`config.mk`:
```
export PLATFORM = sky130hd
export DESIGN_NAME = inst_fetch_unit_flat
export DESIGN_NICKNAME = d
export VERILOG_FILES = /design/src/rtl/inst_fetch_unit_pkg.sv /design/src/rtl/inst_fetch_unit_if.sv /design/src/rtl/inst_fetch_unit_fetch_fifo.sv /design/src/rtl/inst_fetch_unit.sv /design/src/flat_wrapper.sv
export SDC_FILE = /design/constraint.sdc
export NUM_CORES = 1
export LEC_CHECK = 0
export ABC_CLOCK_PERIOD_IN_PS = 3600
export CAP_MARGIN = 10
export CORE_MARGIN = 2
export CORE_UTILIZATION = 56
export DETAILED_ROUTE_END_ITERATION = 6
export PLACE_DENSITY = 0.88
export SLEW_MARGIN = 40
export SYNTH_ARGS = -nofsm -noshare
export SYNTH_HDL_FRONTEND = slang
export SYNTH_SLANG_ARGS = --single-unit
```
`constraint.sdc`:
```
create_clock -name clk -period 3.6 [get_ports clk]
set_input_delay 0.54 -clock clk [delete_from_list [all_inputs] [get_ports clk]]
set_output_delay 0.54 -clock clk [all_outputs]
set_load 0.01 [all_outputs]
```
`src/rtl/inst_fetch_unit_pkg.sv`:
```
// inst_fetch_unit_pkg: shared fetch types, constants and helpers
//   RESET_PC_DEFAULT : first fetch address after reset
//   ZERO_WORD        : value driven on invalid pc/inst outputs
//   fetch_entry_t    : {pc, inst} pair held in the instruction buffer
package inst_fetch_unit_pkg;
    localparam logic [31:0] RESET_PC_DEFAULT = 32'h1c00_0000;
    localparam logic [31:0] ZERO_WORD = 32'h0;
    typedef logic [31:0] inst_addr_t;
    typedef logic [31:0] inst_t;
    typedef struct packed {
        inst_addr_t pc;
        inst_t inst;
    } fetch_entry_t;
    function automatic inst_addr_t word_align(input inst_addr_t a);
        return {a[31:2], 2'b00};
    endfunction
endpackage

```
`src/rtl/inst_fetch_unit_if.sv`:
```
// inst_fetch_unit_if: fetch unit bus bundle
//   control : stall, flush, flush_pc, branch_flag_i, branch_target_i
//   icache  : icache_req_o, icache_addr_o, icache_ack_i, icache_rvalid_i, icache_rdata_i
//   IF/ID   : if_pc_o, if_inst_o, if_inst_valid_o
//   master = fetch unit side, slave = pipeline/memory side
interface inst_fetch_unit_if;
    import inst_fetch_unit_pkg::*;
    logic stall;
    logic flush;
    inst_addr_t flush_pc;
    logic branch_flag_i;
    inst_addr_t branch_target_i;
    logic icache_req_o;
    inst_addr_t icache_addr_o;
    logic icache_ack_i;
    logic icache_rvalid_i;
    inst_t icache_rdata_i;
    inst_addr_t if_pc_o;
    inst_t if_inst_o;
    logic if_inst_valid_o;
    modport master (
        input stall, flush, flush_pc, branch_flag_i, branch_target_i,
        input icache_ack_i, icache_rvalid_i, icache_rdata_i,
        output icache_req_o, icache_addr_o,
        output if_pc_o, if_inst_o, if_inst_valid_o
    );
    modport slave (
        output stall, flush, flush_pc, branch_flag_i, branch_target_i,
        output icache_ack_i, icache_rvalid_i, icache_rdata_i,
        input icache_req_o, icache_addr_o,
        input if_pc_o, if_inst_o, if_inst_valid_o
    );
endinterface

```
`src/rtl/inst_fetch_unit_fetch_fifo.sv`:
```
// fetch_fifo: synchronous FIFO with clear, head data and occupancy count
//   clk, rst : clock, synchronous active-high reset
//   clr      : empty the FIFO (overrides push/pop)
//   push/din : write din at tail
//   pop      : drop head entry
//   head     : head entry data
//   count    : number of entries (0..DEPTH)
module fetch_fifo #(
    parameter int WIDTH = 32,
    parameter int DEPTH = 4,
    localparam int AW = $clog2(DEPTH),
    localparam int CW = AW + 1
) (
    input  logic             clk,
    input  logic             rst,
    input  logic             clr,
    input  logic             push,
    input  logic             pop,
    input  logic [WIDTH-1:0] din,
    output logic [WIDTH-1:0] head,
    output logic [CW-1:0]    count
);
    logic [WIDTH-1:0] mem_q [DEPTH];
    logic [WIDTH-1:0] mem_d [DEPTH];
    logic [AW-1:0] rd_ptr_q, rd_ptr_d, wr_ptr_q, wr_ptr_d;
    logic [CW-1:0] count_q, count_d;

    always_comb begin
        mem_d = mem_q;
        rd_ptr_d = rd_ptr_q;
        wr_ptr_d = wr_ptr_q;
        count_d = count_q;
        if (clr) begin
            rd_ptr_d = '0;
            wr_ptr_d = '0;
            count_d = '0;
        end else begin
            if (push) begin
                mem_d[wr_ptr_q] = din;
                wr_ptr_d = wr_ptr_q + AW'(1);
            end
            rd_ptr_d = rd_ptr_q + AW'(pop);
            count_d = count_q + CW'(push) - CW'(pop);
        end
    end

    always_ff @(posedge clk) begin
        if (rst) begin
            rd_ptr_q <= '0;
            wr_ptr_q <= '0;
            count_q <= '0;
        end else begin
            rd_ptr_q <= rd_ptr_d;
            wr_ptr_q <= wr_ptr_d;
            count_q <= count_d;
        end
        mem_q <= mem_d;
    end

    assign head = mem_q[rd_ptr_q];
    assign count = count_q;
endmodule

```
`src/rtl/inst_fetch_unit.sv`:
```
// inst_fetch_unit: PC owner, in-order icache requester and IF/ID instruction buffer
//   clk, rst : clock, synchronous active-high reset
//   bus      : inst_fetch_unit_if.master (stall/flush/branch in, icache req/resp, IF/ID out)
//   perf_fetch_cnt_o, perf_drop_cnt_o : accepted requests / discarded wrong-path
//                                       responses, present only with IF_PERF_CNT_EN
module inst_fetch_unit
    import inst_fetch_unit_pkg::*;
#(
    parameter logic [31:0] RESET_PC = RESET_PC_DEFAULT,
    parameter int FIFO_DEPTH = 4
) (
    input logic clk,
    input logic rst,
    inst_fetch_unit_if.master bus
`ifdef IF_PERF_CNT_EN
    ,
    output logic [31:0] perf_fetch_cnt_o,
    output logic [31:0] perf_drop_cnt_o
`endif
);
    localparam int CW = $clog2(FIFO_DEPTH) + 1;

    logic redirect, accept, drop_now, push, pop, valid;
    inst_addr_t pc_q, pc_d, redirect_pc, tag_pc;
    logic [CW-1:0] drop_q, drop_d, inflight, ibuf_count;
    fetch_entry_t ibuf_head, ibuf_din;

    // Tags are pushed on every accept and popped on every response, dropped or
    // not, so the tag count is exactly the number of requests in flight.
    fetch_fifo #(.WIDTH(32), .DEPTH(FIFO_DEPTH)) u_tag (
        .clk(clk), .rst(rst), .clr(1'b0),
        .push(accept), .pop(bus.icache_rvalid_i), .din(pc_q),
        .head(tag_pc), .count(inflight)
    );

    fetch_fifo #(.WIDTH(64), .DEPTH(FIFO_DEPTH)) u_ibuf (
        .clk(clk), .rst(rst), .clr(redirect),
        .push(push), .pop(pop), .din(ibuf_din),
        .head(ibuf_head), .count(ibuf_count)
    );

    always_comb begin
        redirect = bus.flush | bus.branch_flag_i;
        redirect_pc = word_align(bus.flush ? bus.flush_pc : bus.branch_target_i);
        // A request is only issued when a buffer slot is reserved for its reply.
        bus.icache_req_o = !rst && !redirect && (inflight + ibuf_count < CW'(FIFO_DEPTH));
        accept = bus.icache_req_o & bus.icache_ack_i;
        drop_now = bus.icache_rvalid_i & (redirect | (drop_q != '0));
        push = bus.icache_rvalid_i & !drop_now;
        valid = ibuf_count != '0;
        pop = valid & !bus.stall & !redirect;
        ibuf_din = '{pc: tag_pc, inst: bus.icache_rdata_i};
        pc_d = redirect ? redirect_pc : accept ? pc_q + 32'd4 : pc_q;
        drop_d = redirect ? inflight - CW'(bus.icache_rvalid_i) : drop_q - CW'(drop_now);
    end

    always_ff @(posedge clk) begin
        if (rst) begin
            pc_q <= RESET_PC;
            drop_q <= '0;
        end else begin
            pc_q <= pc_d;
            drop_q <= drop_d;
        end
    end

    assign bus.icache_addr_o = pc_q;
    assign bus.if_inst_valid_o = valid;
    assign bus.if_pc_o = valid ? ibuf_head.pc : ZERO_WORD;
    assign bus.if_inst_o = valid ? ibuf_head.inst : ZERO_WORD;

`ifdef IF_PERF_CNT_EN
    logic [31:0] perf_fetch_q, perf_fetch_d, perf_drop_q, perf_drop_d;

    always_comb begin
        perf_fetch_d = perf_fetch_q + 32'(accept);
        perf_drop_d = perf_drop_q + 32'(drop_now);
    end

    always_ff @(posedge clk) begin
        if (rst) begin
            perf_fetch_q <= '0;
            perf_drop_q <= '0;
        end else begin
            perf_fetch_q <= perf_fetch_d;
            perf_drop_q <= perf_drop_d;
        end
    end

    assign perf_fetch_cnt_o = perf_fetch_q;
    assign perf_drop_cnt_o = perf_drop_q;
`endif
endmodule
```
`src/flat_wrapper.sv`:
```
// flat-port wrapper written by rule: the top's interface ports become plain ports
module inst_fetch_unit_flat import inst_fetch_unit_pkg::*;
#(
    parameter logic [31:0] RESET_PC = RESET_PC_DEFAULT,
    parameter int FIFO_DEPTH = 4
)
  (clk, rst, bus_stall, bus_flush, bus_flush_pc, bus_branch_flag_i, bus_branch_target_i, bus_icache_ack_i, bus_icache_rvalid_i, bus_icache_rdata_i, bus_icache_req_o, bus_icache_addr_o, bus_if_pc_o, bus_if_inst_o, bus_if_inst_valid_o);
  inst_fetch_unit_if bus_i ();
  input logic clk;
  input logic rst;
  input wire logic [$bits(bus_i.stall)-1:0] bus_stall;
  input wire logic [$bits(bus_i.flush)-1:0] bus_flush;
  input wire logic [$bits(bus_i.flush_pc)-1:0] bus_flush_pc;
  input wire logic [$bits(bus_i.branch_flag_i)-1:0] bus_branch_flag_i;
  input wire logic [$bits(bus_i.branch_target_i)-1:0] bus_branch_target_i;
  input wire logic [$bits(bus_i.icache_ack_i)-1:0] bus_icache_ack_i;
  input wire logic [$bits(bus_i.icache_rvalid_i)-1:0] bus_icache_rvalid_i;
  input wire logic [$bits(bus_i.icache_rdata_i)-1:0] bus_icache_rdata_i;
  output wire logic [$bits(bus_i.icache_req_o)-1:0] bus_icache_req_o;
  output wire logic [$bits(bus_i.icache_addr_o)-1:0] bus_icache_addr_o;
  output wire logic [$bits(bus_i.if_pc_o)-1:0] bus_if_pc_o;
  output wire logic [$bits(bus_i.if_inst_o)-1:0] bus_if_inst_o;
  output wire logic [$bits(bus_i.if_inst_valid_o)-1:0] bus_if_inst_valid_o;
  assign bus_i.stall = bus_stall;
  assign bus_i.flush = bus_flush;
  assign bus_i.flush_pc = bus_flush_pc;
  assign bus_i.branch_flag_i = bus_branch_flag_i;
  assign bus_i.branch_target_i = bus_branch_target_i;
  assign bus_i.icache_ack_i = bus_icache_ack_i;
  assign bus_i.icache_rvalid_i = bus_icache_rvalid_i;
  assign bus_i.icache_rdata_i = bus_icache_rdata_i;
  assign bus_icache_req_o = bus_i.icache_req_o;
  assign bus_icache_addr_o = bus_i.icache_addr_o;
  assign bus_if_pc_o = bus_i.if_pc_o;
  assign bus_if_inst_o = bus_i.if_inst_o;
  assign bus_if_inst_valid_o = bus_i.if_inst_valid_o;
  inst_fetch_unit #(.RESET_PC(RESET_PC), .FIFO_DEPTH(FIFO_DEPTH)) u_core (.clk(clk), .rst(rst), .bus(bus_i));
endmodule
```
==> results.cfg, run 1 <==
[synth]
ys_seq_elements = 415
async_reset_ff_share_pct = 0
synth_edf_count = 368
syn_inst = 955
synthTopCellsByArea = edfxtp_1, mux4_2, dfxtp_1, nor2b_1, ha_1
synth_top_area_share_pct = 64.9
synth_cell_types = 69
yosysWarnings = 0
synth_flop_cell = edfxtp_1
synthesis.area_um2 = 17000
ys_seq_area_share_pct = 70.5
synth_area_leader_cell = edfxtp_1
synth.avg_cell_area_um2 = 17.8

[global_routing]
grt-ovfl-total = 0
grt_pass1_vias = 10100
grt_use_total_pct = 24.5
grt_start_max_net_pins = 65
antenna_found_initial = 0
grt_first_pass_wirelength_um = 58100

[sta]
layout_min_cycle_time_ns = 3.27
relSlewSlack_pct = 51.9
timing.final.ws_setup_ns = 0.335
hold_viol = 0
clock_skew_ns = 0.0275
period_share_pct = 90.7
worstMarginPinSlew_ns = 0.720
final_max_slew_viol_count = 0
timing.fmax_mhz = 306
fin_tns_setup_ns = 0
hold_slack_ns = 0.519
rsz0062_at_grt = no
setup_violations = 0

[clock_network]
clockRootBuffer = clkbuf_16
cts_made_buffers = 41
post_cts_buffers = 0
cts.sinks = 415
insertion_delay_ns = 0.54
clockBufferDepth = 3
path_clk_slew_ns = 0.06
htreeDepth = 2
cts_hold_buf = 0
tritoncts = built
cts_resized = 0

[detailed_routing]
drtPass1Iterations = 5
ant_nets = 0
vias_per_cell = 6.15
drt_iter0_drc = 797
post_drt_wl_per_cell_um = 23.7
route.detailed.drc = 0
routed_wl_um = 37900
vias = 9827

[outcome]
run_status = complete, no violations

[power]
p_per_area_nw_per_um2 = 493
intPower_mw = 8.14
seq_power_share_pct = 53.1
switchingPower_mw = 2.20
swShare_pct = 21.3
p_leak_nw = 6.73
p_clk_share_pct = 39.7
comb_power_share_pct = 7.2
ir_worst_vdd_mv = 0.331

[setup_path]
r2r_start = u_core.u_ibuf.count[1]$_SDFF_PP0_
cp_max_fo = 18
rr_worst_depth = 13
crit_path_start_kind = flop
required_ns = 3.06
cp-startpoint = u_core.u_ibuf.rd_ptr_q[0]$_SDFF_PP0_
timing_worst_setup_path_type = reg2out
endpoint_kind = output port
worst-r2r-setup-slack_ns = 0.52
arrival_ns = 2.73
crit-reg2reg-capture = u_core.u_tag.count[2]$_SDFF_PP0_

[layout]
antenna_cells = 0
fillers = 1821
syn2layout_area_growth_pct = 23.1
post-route-util_pct = 70.3
fin_nets = 1303
drive_gt1_share_pct = 17.1

[floorplanning]
io_pins = 201
fp.coreArea_um2 = 29800
die_area_um2 = 31800
fp-row-count = 63
die_w_um = 178
die_y_um = 178
initial_core_util_pct = 57.1

[hold_path]
timing.hold.worst_path_depth = 2
hp-class = reg2reg
min_to = u_core.u_ibuf.wr_ptr_q[1]$_SDFFE_PP0N_
hold_start = u_core.u_ibuf.wr_ptr_q[1]$_SDFFE_PP0N_

[job]
maxCapViolCount = 0

[placed_design]
dp_hpwl_um = 24000
io_buffer_count = 192
post-place-ws_ns = 0.458
gp_congestion = 0.907
[final cells by class]
| type | instances | area (um^2) | area share (%) |
|---|---|---|---|
| inverter | 22 | 82.6 | 0.394 |
| clock buffer | 57 | 1130 | 5.39 |
| timing repair buffer | 228 | 2350 | 11.2 |
| clock inverter | 15 | 146 | 0.699 |
| multi-input combinational | 470 | 4750 | 22.7 |
| tap | 390 | 488 | 2.33 |
| sequential | 415 | 12000 | 57.3 |
[worst max-delay path, cell delays in order, from the launching register on]
cell and delay, ns:
dfxtp_4 0.60, buf_4 0.35, mux4_2 0.54, nor2b_1 0.17, clkdlybuf4s50_1 0.50
[Yosys cell counts, types with 3 or more instances]
| cell | number |
|---|---|
| o31ai_1 | 4 |
| xor2_1 | 3 |
| buf_1 | 5 |
| a22oi_1 | 11 |
| o22ai_1 | 12 |
| o21ai_1 | 4 |
| nor2_1 | 29 |
| nor2b_1 | 68 |
| nand2b_1 | 4 |
| edfxtp_1 | 368 |
| dfxtp_1 | 47 |
| a21oi_1 | 15 |
| and4_1 | 6 |
| a311oi_1 | 5 |
| nand4_1 | 9 |
| nand2_1 | 29 |
| buf_2 | 10 |
| o21ai_0 | 12 |
| a21o_1 | 3 |
| clkbuf_1 | 32 |
| o211a_1 | 4 |
| o31a_1 | 3 |
| xnor2_1 | 12 |
| nand3_1 | 14 |
| mux2i_1 | 3 |
| o2111ai_1 | 4 |
| a221oi_1 | 4 |
| nor3_1 | 8 |
| o211ai_1 | 5 |
| buf_4 | 4 |
| mux4_2 | 92 |
| and3_1 | 22 |
| and2_1 | 10 |
| ha_1 | 20 |
| nor4_1 | 4 |
| inv_1 | 21 |
| a31oi_1 | 4 |
| a211oi_1 | 8 |
[per-layer routing]
metal	GRT usage, %	wire [um]	share of wire [%]
met1	31.5	14400	38
met2	42.2	19200	51
met3	4.48	3120	8.2
met4	8.23	1150	3.0
met5	0	0	0
[cell usage in the layout, fill, tap and decap left out, drive strengths merged, types with 5 or more instances in the layout]
master,Yosys,layout
clkinv,1,11
o211ai,5,5
nand4,11,11
nor3,9,9
a311oi,5,5
a21oi,16,16
and4,6,6
inv,21,22
nor2,30,30
a211oi,9,9
nor2b,68,68
nand2,29,29
dfxtp,47,47
edfxtp,368,368
clkdlybuf4s50,0,192
and3,22,22
o21ai,16,16
and2,10,10
ha,20,20
a22oi,11,11
xnor2,14,14
o22ai,12,12
nand3,14,14
buf,19,36
a31oi,5,5
clkbuf,32,57
mux4,92,92
nor4,7,7
[cell families (layout without fill, tap and decap cells)]
group           count (synthesis)  count (layout)  share of synthesized area (%)
buf+inv                        73             322                           1.77
other cells                     1               4                         0.0220
fa+ha+maj                      22              22                           1.71
xor+xnor                       18              18                           1.26
mux                            95              95                           12.4
flops                         415             415                           70.5
simple gates                  214             214                           7.28
compound gates                117             117                           5.16
[stage by stage]
step | instance area, um^2 | cells | total power [mW]
3_3_place_gp | 19700 | 1525 | 6.28
6_report | 21000 | 1597 | 10.3
3_5_place_dp | 19700 | 1525 | 6.32
2_1_floorplan | 17000 | 958 | 5.97
5_1_grt | 21000 | 1597 | 10.6
4_1_cts | 21000 | 1597 | 10.4
[worst max-delay path by stage]
stage | end | slack, ns | cells after the start
2_1_floorplan | u_core.u_ibuf.mem_q[0]$_DFFE_PP_ | 0.41 | 4
3_3_place_gp | u_core.u_tag.count[2]$_SDFF_PP0_ | 0.47 | 14
3_5_place_dp | u_core.u_ibuf.count[1]$_SDFF_PP0_ | 0.46 | 11
4_1_cts | bus_if_pc_o[9] | 0.27 | 4
5_1_grt | bus_if_pc_o[11] | 0.20 | 4
6_report | bus_if_pc_o[4] | 0.33 | 4
[flip-flops by register name, indices dropped and copies added (netlist names), 3 cells and up]
name and flops:
u_core.drop_q 3, u_core.u_ibuf.mem_q 248, u_core.u_tag.mem_q 120, u_core.u_ibuf.count 3, u_core.bus.icache_addr_o 30, u_core.u_tag.count 3
[power groups by stage]
stage	combinational, mW	clock [mW]	sequential, mW
6_report	0.746	4.10	5.49
5_1_grt	0.802	4.33	5.50
4_1_cts	0.745	4.16	5.49
3_5_place_dp	0.731	0	5.59
3_3_place_gp	0.708	0	5.58
2_1_floorplan	0.425	0	5.54
Note: power is estimated with default switching activity, not from simulation.
==> inputs of run 2 (changes only) <==
==> constraint.sdc (replaced) <==
create_clock -name clk -period 3.6 [get_ports clk]
set_input_delay 0.72 -clock clk [delete_from_list [all_inputs] [get_ports clk]]
set_output_delay 0.72 -clock clk [all_outputs]
set_load 0.01 [all_outputs]
==> results.cfg, run 2 (same netlist as run 1, synthesis figures left out) <==
[placed_design]
gp_congestion = 0.906
dp_cells = 1523
dp_hpwl_um = 23900
post-place-ws_ns = 0.327
io_buffer_count = 192
placed_area_um2 = 19600

[global_routing]
grt_use_total_pct = 24.3
grt_first_pass_wirelength_um = 57600
grt_start_max_net_pins = 53
grt_pass1_vias = 10100
grt-ovfl-total = 0
antenna_found_initial = 0

[sta]
rsz0062_at_grt = no
timing.fmax_mhz = 299
period_share_pct = 92.9
hold_slack_ns = 0.521
layout_min_cycle_time_ns = 3.34
hold_viol = 0
relSlewSlack_pct = 54.0
timing.final.ws_setup_ns = 0.256
clock_skew_ns = 0.0168
final_max_slew_viol_count = 0
setup_violations = 0
worstMarginPinSlew_ns = 0.690
fin_tns_setup_ns = 0

[floorplanning]
fp-row-count = 63
die_area_um2 = 31800
io_pins = 201
fp.coreArea_um2 = 29800
die_y_um = 178
die_w_um = 178
initial_core_util_pct = 57.1

[setup_path]
timing_worst_setup_path_type = reg2out
crit-reg2reg-capture = u_core.u_tag.count[2]$_SDFF_PP0_
required_ns = 2.88
r2r_start = u_core.u_ibuf.count[1]$_SDFF_PP0_
worst-r2r-setup-slack_ns = 0.50
cp-startpoint = u_core.u_ibuf.rd_ptr_q[0]$_SDFF_PP0_
endpoint_kind = output port
arrival_ns = 2.62
rr_worst_depth = 13
crit_path_start_kind = flop
cp-endpoint = bus_if_pc_o[4]
cp_max_fo = 14

[layout]
final_common_cell = edfxtp_1
top_register = u_core.u_ibuf.mem_q
drive_gt1_share_pct = 17.4
antenna_cells = 0
syn2layout_area_growth_pct = 23.0
fin_nets = 1300
final_area_um2 = 20900
final_cells = 1592
post-route-util_pct = 70.3
mostFrequentLayoutCells = edfxtp_1, clkdlybuf4s50_1, mux4_2
largest_register_ffs = 248

[clock_network]
cts_made_buffers = 40
post_cts_buffers = 0
tritoncts = built
insertion_delay_ns = 0.53
clockRootBuffer = clkbuf_16
cts.sinks = 415
htreeDepth = 2
cts_hold_buf = 0
clockBufferDepth = 3
path_clk_slew_ns = 0.06
cts_resized = 0

[detailed_routing]
ant_nets = 0
post_drt_wl_per_cell_um = 23.6
vias_per_cell = 6.11
routed_wl_um = 37500
route.detailed.drc = 0
drtPass1Iterations = 5
drt_iter0_drc = 803
vias = 9725

[hold_path]
hp-class = reg2reg

[power]
p_per_area_nw_per_um2 = 494
ir_worst_vdd_mv = 0.306
total_power_mw = 10.3
p_leak_nw = 6.72

[job]
maxCapViolCount = 0

[outcome]
run_status = complete, no violations
==> run 2: worst min-delay path by stage <==
stage,from,to,slack (ns),cells past startpoint
2_1_floorplan,u_core.u_ibuf.wr_ptr_q[1]$_SDFFE_PP0N_,u_core.u_ibuf.wr_ptr_q[1]$_SDFFE_PP0N_,0.47,2
3_3_place_gp,u_core.u_ibuf.wr_ptr_q[1]$_SDFFE_PP0N_,u_core.u_ibuf.wr_ptr_q[1]$_SDFFE_PP0N_,0.50,2
3_5_place_dp,u_core.u_ibuf.wr_ptr_q[1]$_SDFFE_PP0N_,u_core.u_ibuf.wr_ptr_q[1]$_SDFFE_PP0N_,0.50,2
4_1_cts,u_core.u_ibuf.wr_ptr_q[1]$_SDFFE_PP0N_,u_core.u_ibuf.wr_ptr_q[1]$_SDFFE_PP0N_,0.51,2
5_1_grt,u_core.u_ibuf.wr_ptr_q[1]$_SDFFE_PP0N_,u_core.u_ibuf.wr_ptr_q[1]$_SDFFE_PP0N_,0.53,2
6_report,u_core.u_ibuf.wr_ptr_q[1]$_SDFFE_PP0N_,u_core.u_ibuf.wr_ptr_q[1]$_SDFFE_PP0N_,0.52,2
==> run 2: area by class of cell <==
type / instances / area [um^2]
Inverter: 22 / 82.6
Tap cell: 390 / 488
Fill cell: 1837 / 8860
Sequential cell: 415 / 12000
Timing Repair Buffer: 226 / 2330
Clock inverter: 17 / 196
Multi-Input combinational cell: 470 / 4750
Clock buffer: 52 / 1090
==> run 2: worst max-delay path: stages (launching register included) <==
cell	delay [ns]
dfxtp_4	0.50
buf_4	0.35
mux4_2	0.60
nor2b_1	0.16
clkdlybuf4s50_1	0.48
==> run 2: per-layer routing <==
layer | vias to the layer above | track usage, % | part of all wire (%)
met2 | 492 | 41.6 | 50
li1 | 4288 | - | -
met5 | - | 0 | 0
met1 | 4839 | 31.6 | 39
met3 | 106 | 4.35 | 7.6
met4 | 0 | 8.23 | 3.3
==> run 2: report_power, final <==
part	switching, mW	internal [mW]
sequential	0.136	5.36
clock	1.70	2.42
combinational	0.359	0.377
total	2.20	8.15
